## src/rtl/execute_ldst_pipe.sv

```systemverilog
// rtl/execute_ldst_pipe.sv - execute-stage memory access pipe (load/store issue, align, retire)
//
// Purpose:
//   Captures one decoded load/store from the execute decode stage and issues
//   it on the data-memory request port. Loads wait for the read response,
//   which is shifted into lane 0 and zero-extended to the access size. Every
//   access retires to writeback through a valid/lock handshake. Only one
//   access is in flight, so the upstream stage is stalled while busy.
//
// Configuration:
//   TIMEOUT  - WAIT/DRAIN cycles before a watchdog fault (0 disables it).
//   LDST_PIPE_MISALIGN_FAULT_EN - when defined, a misaligned half or word
//              access faults at capture and retires without a memory request.
//
// Ports:
//   iCLOCK, inRESET          clock, asynchronous active-low reset
//   iFLUSH                   synchronous pipeline flush
//   iPREV_*  / oPREV_LOCK    decoded access from upstream, stall back to it
//   oDATAIO_* / iDATAIO_*    data-memory request and read response
//   oNEXT_*  / iNEXT_LOCK    retired result to writeback, stall from it
//   oFAULT                   one-cycle fault pulse (watchdog or misalign)

module execute_ldst_pipe #(
  parameter int unsigned TIMEOUT = 16
) (
  input  logic        iCLOCK,
  input  logic        inRESET,
  input  logic        iFLUSH,
  input  logic        iPREV_VALID,
  output logic        oPREV_LOCK,
  input  logic        iPREV_RW,
  input  logic [31:0] iPREV_ADDR,
  input  logic [31:0] iPREV_DATA,
  input  logic [1:0]  iPREV_ORDER,
  input  logic [1:0]  iPREV_SHIFT,
  input  logic [3:0]  iPREV_MASK,
  output logic        oDATAIO_REQ,
  input  logic        iDATAIO_LOCK,
  output logic        oDATAIO_RW,
  output logic [31:0] oDATAIO_ADDR,
  output logic [31:0] oDATAIO_DATA,
  output logic [3:0]  oDATAIO_MASK,
  input  logic        iDATAIO_VALID,
  input  logic [31:0] iDATAIO_DATA,
  output logic        oNEXT_VALID,
  input  logic        iNEXT_LOCK,
  output logic        oNEXT_RW,
  output logic [31:0] oNEXT_DATA,
  output logic        oFAULT
);

  typedef enum logic [2:0] {
    ST_IDLE,
    ST_REQ,
    ST_WAIT,
    ST_DONE,
    ST_DRAIN
  } state_t;

  localparam bit          WD_EN   = (TIMEOUT != 0);
  localparam logic [31:0] WD_LAST = TIMEOUT - 1;

  state_t      state;

  // Captured access; the word address is all memory needs.
  logic        cap_rw;
  logic [31:2] cap_addr;
  logic [31:0] cap_data;
  logic [1:0]  cap_order;
  logic [1:0]  cap_shift;
  logic [3:0]  cap_mask;

  logic        next_rw;
  logic [31:0] next_data;
  logic        fault;
  logic [31:0] wd_cnt;

  logic        take;
  logic        misalign;
  logic        wd_hit;
  logic [31:0] shifted;
  logic [31:0] aligned;
  logic        unused_addr_lsb;

  assign unused_addr_lsb = ^iPREV_ADDR[1:0];

`ifdef LDST_PIPE_MISALIGN_FAULT_EN
  assign misalign = ((iPREV_ORDER == 2'd1) && iPREV_ADDR[0]) ||
                    ((iPREV_ORDER == 2'd2) && (iPREV_ADDR[1:0] != 2'b00));
`else
  assign misalign = 1'b0;
`endif

  // A new access is taken from IDLE, or straight out of DONE once writeback
  // accepts the current result, so back-to-back accesses skip the IDLE bubble.
  always_comb begin
    take = 1'b0;
    if (!iFLUSH && iPREV_VALID) begin
      if (state == ST_IDLE)
        take = 1'b1;
      else if (state == ST_DONE && !iNEXT_LOCK)
        take = 1'b1;
    end
  end

  assign wd_hit = WD_EN && (wd_cnt == WD_LAST);

  // Load alignment: shift the addressed lane down, then zero-extend by size.
  always_comb begin
    shifted = iDATAIO_DATA >> {cap_shift, 3'b000};
    case (cap_order)
      2'd0:    aligned = {24'h0, shifted[7:0]};
      2'd1:    aligned = {16'h0, shifted[15:0]};
      default: aligned = shifted;
    endcase
  end

  always_ff @(posedge iCLOCK or negedge inRESET) begin
    if (!inRESET) begin
      state     <= ST_IDLE;
      cap_rw    <= 1'b0;
      cap_addr  <= '0;
      cap_data  <= '0;
      cap_order <= '0;
      cap_shift <= '0;
      cap_mask  <= '0;
      next_rw   <= 1'b0;
      next_data <= '0;
      fault     <= 1'b0;
      wd_cnt    <= '0;
    end else begin
      fault <= 1'b0;
      case (state)
        ST_IDLE: ;
        ST_REQ: begin
          if (!iDATAIO_LOCK) begin
            wd_cnt <= '0;
            if (iFLUSH)
              // An accepted store cannot be recalled and has no response;
              // an accepted load still owes one that must be swallowed.
              state <= cap_rw ? ST_IDLE : ST_DRAIN;
            else if (cap_rw) begin
              next_rw   <= 1'b1;
              next_data <= '0;
              state     <= ST_DONE;
            end else
              state <= ST_WAIT;
          end else if (iFLUSH)
            state <= ST_IDLE;
        end
        ST_WAIT: begin
          if (iDATAIO_VALID) begin
            if (iFLUSH)
              state <= ST_IDLE;
            else begin
              next_rw   <= 1'b0;
              next_data <= aligned;
              state     <= ST_DONE;
            end
          end else if (wd_hit) begin
            fault <= 1'b1;
            state <= ST_IDLE;
          end else begin
            wd_cnt <= wd_cnt + 32'd1;
            if (iFLUSH)
              state <= ST_DRAIN;
          end
        end
        ST_DONE: begin
          if (iFLUSH || !iNEXT_LOCK)
            state <= ST_IDLE;
        end
        ST_DRAIN: begin
          if (iDATAIO_VALID)
            state <= ST_IDLE;
          else if (wd_hit) begin
            fault <= 1'b1;
            state <= ST_IDLE;
          end else
            wd_cnt <= wd_cnt + 32'd1;
        end
        default: state <= ST_IDLE;
      endcase

      // Capture overrides the state decision above (IDLE or released DONE).
      if (take) begin
        cap_rw    <= iPREV_RW;
        cap_addr  <= iPREV_ADDR[31:2];
        cap_data  <= iPREV_DATA;
        cap_order <= iPREV_ORDER;
        cap_shift <= iPREV_SHIFT;
        cap_mask  <= iPREV_MASK;
        if (misalign) begin
          fault     <= 1'b1;
          next_rw   <= iPREV_RW;
          next_data <= '0;
          state     <= ST_DONE;
        end else
          state <= ST_REQ;
      end
    end
  end

  always_comb begin
    case (state)
      ST_IDLE: oPREV_LOCK = 1'b0;
      ST_DONE: oPREV_LOCK = iNEXT_LOCK;
      default: oPREV_LOCK = 1'b1;
    endcase
  end

  assign oDATAIO_REQ  = (state == ST_REQ);
  assign oDATAIO_RW   = cap_rw;
  assign oDATAIO_ADDR = {cap_addr, 2'b00};
  assign oDATAIO_DATA = cap_data;
  assign oDATAIO_MASK = cap_mask;
  assign oNEXT_VALID  = (state == ST_DONE);
  assign oNEXT_RW     = next_rw;
  assign oNEXT_DATA   = next_data;
  assign oFAULT       = fault;

endmodule

```

## config.mk

```make
export PLATFORM = sky130hd
export DESIGN_NAME = execute_ldst_pipe
export DESIGN_NICKNAME = d
export VERILOG_FILES = /design/src/rtl/execute_ldst_pipe.sv
export SDC_FILE = /design/constraint.sdc
export NUM_CORES = 1
export LEC_CHECK = 0
export ABC_AREA = 1
export CORE_AREA = 10 10 131 133
export CTS_CLUSTER_DIAMETER = 120
export CTS_CLUSTER_SIZE = 16
export DETAILED_ROUTE_END_ITERATION = 7
export DIE_AREA = 0 0 141 143
export PLACE_DENSITY = 0.88
export SYNTH_ARGS = -nofsm -noshare
export SYNTH_HDL_FRONTEND = slang
export SYNTH_SLANG_ARGS = --single-unit
```

## constraint.sdc

```tcl
create_clock -name iCLOCK -period 4.68 [get_ports iCLOCK]
set_input_delay 1.17 -clock iCLOCK [delete_from_list [all_inputs] [get_ports iCLOCK]]
set_output_delay 1.17 -clock iCLOCK [all_outputs]
set_load 0.02 [all_outputs]
```

Word-level counts from Yosys, hierarchy flattened
Index checks and enable logic that the tools add are counted.
{"block": "word_totals", "reg_bits": 140, "latchBits": 0, "ramBits": 0, "mem_bits_ro": 0, "input_bits": 112, "out_inout_bits": 106, "elab_cells": 82, "memories": 0}
{"block": "classes", "addsub": 1, "mul": 0, "n_div": 0, "order_cmp": 0, "n_eq_ne": 18, "shifts": 1, "muxes": 38, "bitwise_logic": 0, "n_reduce_logical": 13}
{"operator": "32-bit 2-to-1 mux", "n": 8}
{"operator": "32-bit one-hot mux with 2 select lines", "n": 3}
{"operator": "3-bit 2-to-1 mux", "n": 11}
{"operator": "32-bit by 1-bit adder with 32-bit output (second input constant)", "n": 1}
{"operator": "32-bit by 4-bit == test with 1-bit output (second input constant)", "n": 1}
{"operator": "32-bit by 5-bit >> shifter with 32-bit output", "n": 1}
{"operator": "3-bit one-hot mux with 5 select lines", "n": 1}
{"operator": "2-bit inequality test (second input constant)", "n": 7}
{"operator": "1-bit 2-to-1 mux", "n": 12}
{"operator": "3-bit by 2-bit == test with 1-bit output (second input constant)", "n": 2}
{"operator": "6-bit AND reduction", "n": 1}
{"operator": "5-bit inequality test (second input constant)", "n": 1}
{"operator": "5-bit AND reduction", "n": 1}
{"operator": "4-bit by 3-bit inequality test with 1-bit output (second input constant)", "n": 1}
{"operator": "4-bit inequality test (second input constant)", "n": 1}
{"operator": "1-bit one-hot mux with 2 select lines", "n": 2}
{"operator": "4-bit AND reduction", "n": 1}
{"operator": "2-bit nonzero test", "n": 2}
{"operator": "3-bit by 1-bit == test with 1-bit output (second input constant)", "n": 1}
{"operator": "3-bit == test (second input constant)", "n": 1}
{"operator": "3-bit zero test", "n": 1}
{"operator": "3-bit by 1-bit inequality test with 1-bit output (second input constant)", "n": 1}
{"operator": "2-bit by 1-bit == test with 1-bit output (second input constant)", "n": 1}
{"operator": "1-bit logical AND", "n": 2}
{"operator": "6 further kinds", "n": 7}

Longest topological paths before layout
{"block": "depth", "ltp_word": 7, "ltp_mapped": 11, "depth_no_buf": 11}

Worst setup path before layout
No wires, ideal clock.
{"block": "synth_timing", "kind": "input -> output", "startpoint": "input port iNEXT_LOCK", "endpoint": "output port oPREV_LOCK", "arrival_time_ps": 1411, "slack_ps": 2099, "path_stages": 2, "path_buffers": 0, "path_cell_list": "nand2_1 -> nand2_1"}
{"block": "synth_between", "elab_chain_len": 1}
{"element": "start, declared", "line_no": "46", "source": "input logic iNEXT_LOCK,"}
{"element": "1-bit one-hot mux with 2 select lines", "line_no": "205", "source": "case (state)"}
{"element": "end, declared", "line_no": "30", "source": "output logic oPREV_LOCK,"}
No other way between the ends.

Worst setup path in the final report
Same ends and word-level chain as after synthesis.

==> impl_results.rst <==
.. list-table::
   :header-rows: 1

   * - Metric
     - Value
   * - Latest clock arrival within the worst-skew pair
     - 0.43 ns
   * - Placed cell area
     - around 9400 sq um
   * - TritonCTS clock tree
     - done
   * - Total CTS buffers
     - 17
   * - Pin count of the biggest net entering global routing
     - 91
   * - Remaining routing DRC violations
     - 0
   * - Horiz. Die Dim
     - approximately 140 um
   * - Slew at the pin with the worst max-slew slack
     - ~1.1 ns
   * - Avg Cell Area, Syn
     - around 9.0 sq um
   * - Placer congestion estimate
     - 0.959
   * - Gate Count Post-Synth
     - between 800 and 900
   * - Height of the chip
     - roughly 140 um
   * - Final hold vios
     - 0
   * - Cell area after layout
     - between 10000 and 15000 sq um
   * - Ports placed on the boundary
     - ~220
   * - Critical path's largest stage delay
     - approximately 0.6 ns
   * - Commonest non-fill, non-tap cell in the layout
     - nand2_1
   * - P&R area growth vs syn
     - 37.9%
   * - Number of global-route vias before repair
     - 6496
   * - Maximum fanout along the worst path
     - 3
   * - Largest delay share family, worst path
     - buffers and inverters
   * - Overall track demand over capacity in global routing
     - 0.216
   * - Total number of vias
     - roughly 6500
   * - Via/cell ratio
     - between 5 and 6
   * - Worst hold-check path type
     - reg -> reg
   * - Number of hold buffers added after cts
     - 0
   * - Commonest non-fill, non-tap cells in the layout
     - nand2_1, clkdlybuf4s50_1, dfrtp_1, nor2_1, inv_1
   * - Fraction of power consumed by the clock network
     - 0.238
   * - Cell with the largest stage delay on the worst path
     - clkdlybuf4s50_1
   * - Share of final-layout standard cells stronger than drive strength 1
     - 0.124
   * - CTS max path bufs
     - 2
   * - Setup repair after global routing missed its margin
     - false
   * - Buffer cell driving the clock tree root
     - clkbuf_16
   * - Worst path buffer plus inverter count
     - 2
   * - Most used DFF post-synth
     - dfrtp_1
   * - Static Leak
     - around 4.6 nW
   * - Area contributors post-synth
     - dfrtp_1, nand2_1, mux2_4
   * - Design internal power
     - about 3.7 mW
   * - Capturing element type of the critical path
     - output pin
   * - Portion of total power attributed to combinational logic
     - 0.440
   * - Final setup skew
     - a little under 0.006 ns
   * - Count of maximum capacitance violations
     - 0
   * - Clock-pin slew reported for the worst setup and hold paths after clock tree synthesis
     - around 0.060 ns
   * - Setup TNS
     - 0 ns
   * - Post-synthesis register bit count
     - 140
   * - Fraction of registers with async set/reset
     - 1.00
   * - Total setup violations reported at the end of the flow
     - 0
   * - Net count reported at finish
     - about 1100
   * - Worst rel slew slack
     - 0.277
   * - Largest voltage drop on the vdd net
     - ~0.00053 V
   * - Placeable core region
     - 14400 sq um
   * - Synth warn
     - 0
   * - Sequential share of the synthesized area
     - 0.483
   * - Synth area leader
     - dfrtp_1
   * - Net Sw Frac
     - 0.375
   * - Die Area
     - approximately 20000 sq um
   * - Count of cell types in the netlist
     - 37
   * - Antenna-violating nets left
     - 0
   * - Net switching power
     - approximately 2.2 mW
   * - Number of placement rows
     - between 40 and 50
   * - HPWL after DPL
     - approximately 16000 um
   * - Crit path DAT
     - approximately 2.5 ns
   * - Post-layout min period
     - approximately 3.7 ns
   * - Antenna diode instance count
     - 0
   * - Antenna violations before repair
     - 0
   * - Outcome
     - finished clean
   * - Startpoint kind of the worst setup timing path
     - input port
   * - Combined area of all synthesized cells
     - between 7000 and 8000 sq um
   * - First-pass GRT wire length
     - ~35000 um
   * - Count of buffers added by post-CTS timing repair for setup
     - 0
   * - Ratio of final minimum period to clock period
     - 0.781
   * - Power density of the placed cells
     - 593 nW/um^2
   * - CTS H-tree lvls
     - 4
   * - Count of port buffers added during placement
     - between 200 and 250
   * - Critical path type
     - in -> out
   * - Achievable clock frequency
     - 274 MHz
   * - Required time of the worst setup path
     - roughly 3.5 ns
   * - Top cell type's share of synthesized area
     - 0.483
   * - Number of logic stages on the critical path including buffering
     - 4
   * - Flop pwr share
     - 0.322
   * - Total clock sinks
     - 140
   * - Initial detailed-routing violation count
     - slightly above 500
   * - Final hold slack
     - around 0.48 ns
   * - Hold Path Cell Cnt
     - 2
   * - Wire length per cell
     - approximately 19 um
   * - Number of max-slew violations in the final report
     - 0
   * - Worst reg2reg path depth
     - 10
   * - Worst path cell trace
     - clkdlybuf4s50_1 -> nand2_1 -> nand2_1 -> clkdlybuf4s50_1
   * - Number of enable-type register cells in the synthesized netlist
     - 0
   * - Gr ovfl total
     - 0
   * - # resized after CTS
     - 0
   * - DRT Pass-1 Iters
     - 5
   * - Routed Wire Length
     - between 20000 and 25000 um
   * - Starting density of the core
     - 0.503
==> state kept, by name (all words and copies together), names as in the netlist <==
name          flops
cap_addr         30
oDATAIO_MASK      4
wd_cnt           32
oNEXT_RW          1
state             3
cap_shift         2
cap_order         2
oFAULT            1
oDATAIO_DATA     32
oDATAIO_RW        1
oNEXT_DATA       32
==> cell families after synthesis <==
| kind of cell | after synthesis | synth area share |
|---|---|---|
| and+or+nand+nor | 414 | 0.251 |
| xor gates and xnor gates | 6 | 0.00724 |
| muxes | 69 | 0.125 |
| DFF | 140 | 0.483 |
| other | 1 | 0.000516 |
| AOI/OAI and AO/OA | 75 | 0.0615 |
| buffers and inverters | 98 | 0.0707 |
| adders and majority gates | 1 | 0.00172 |
==> tightest hold or removal path: stages (launching register included) <==
cell and delay (ns):
dfrtp_1 0.34, nand2_1 0.06, nand2_1 0.05
==> stage by stage <==
| step | utilization | power [mW] | std cells | setup slack, ns |
|---|---|---|---|---|
| 5_1_grt | 0.694 | 6.22 | 1201 | 0.974 |
| 4_1_cts | 0.694 | 5.98 | 1201 | 1.01 |
| 3_5_place_dp | 0.652 | 4.53 | 1169 | 1.02 |
| 2_1_floorplan | - | 3.41 | 805 | 2.10 |
| 6_report | 0.694 | 5.94 | 1201 | 1.03 |
| 3_3_place_gp | 0.652 | 4.45 | 1169 | 1.04 |
==> cells in the mapped netlist, types with 6 or more instances <==
cell and instances:
nand3_1 43, buf_2 6, clkbuf_1 11, dfrtp_1 140, o31ai_1 9, buf_6 17
nand3b_1 10, a21oi_1 10, o21ai_1 27, nor2_1 85, nand4_1 30, a221oi_1 8
mux2_4 35, nand2_1 219, inv_1 56, nor3_1 13, o21ai_0 18, mux2_2 34
==> power by group through the flow <==
stage | clock network (mW) | registers [mW] | logic, mW
after global routing | 1.48 | 1.96 | 2.79
after detailed placement | 0 | 1.91 | 2.62
after CTS | 1.43 | 1.91 | 2.65
final | 1.41 | 1.91 | 2.61
after global placement | 0 | 1.88 | 2.57
after floorplan | 0 | 2.29 | 1.12
==> path summary, 6_finish.rpt <==
path                                            start  slack (ns)                          to
max reg2reg                      state[0]$_DFFE_PN0P_        2.02       wd_cnt[0]$_DFFE_PN0P_
min                        oNEXT_DATA[14]$_DFFE_PN0P_        0.48  oNEXT_DATA[14]$_DFFE_PN0P_
max                                        iNEXT_LOCK        1.03                  oPREV_LOCK
min in group asynchronous                     inRESET        0.83      wd_cnt[25]$_DFFE_PN0P_
min reg2reg                oNEXT_DATA[14]$_DFFE_PN0P_        0.48  oNEXT_DATA[14]$_DFFE_PN0P_
max in group asynchronous                     inRESET        2.97       wd_cnt[7]$_DFFE_PN0P_
==> per-layer routing <==
| layer | up-vias | GRT usage | part of all wire |
|---|---|---|---|
| met5 | - | 0 | 0 |
| met4 | 0 | 0.0668 | 0.017 |
| met3 | 28 | 0.0939 | 0.10 |
| met2 | 272 | 0.368 | 0.50 |
| met1 | 3158 | 0.239 | 0.38 |
| li1 | 3063 | - | - |
==> cell type report <==
type                    instances  area (sq um)
flip-flops and latches        140          3500
inverters                      61           231
well taps                     184           230
clock buffers                  17           425
clock inverters                15           189
multi-input cells             567          3260
fillers                      1035          4410
repair buffers                217          2180
(Power assumes the default switching activity.)
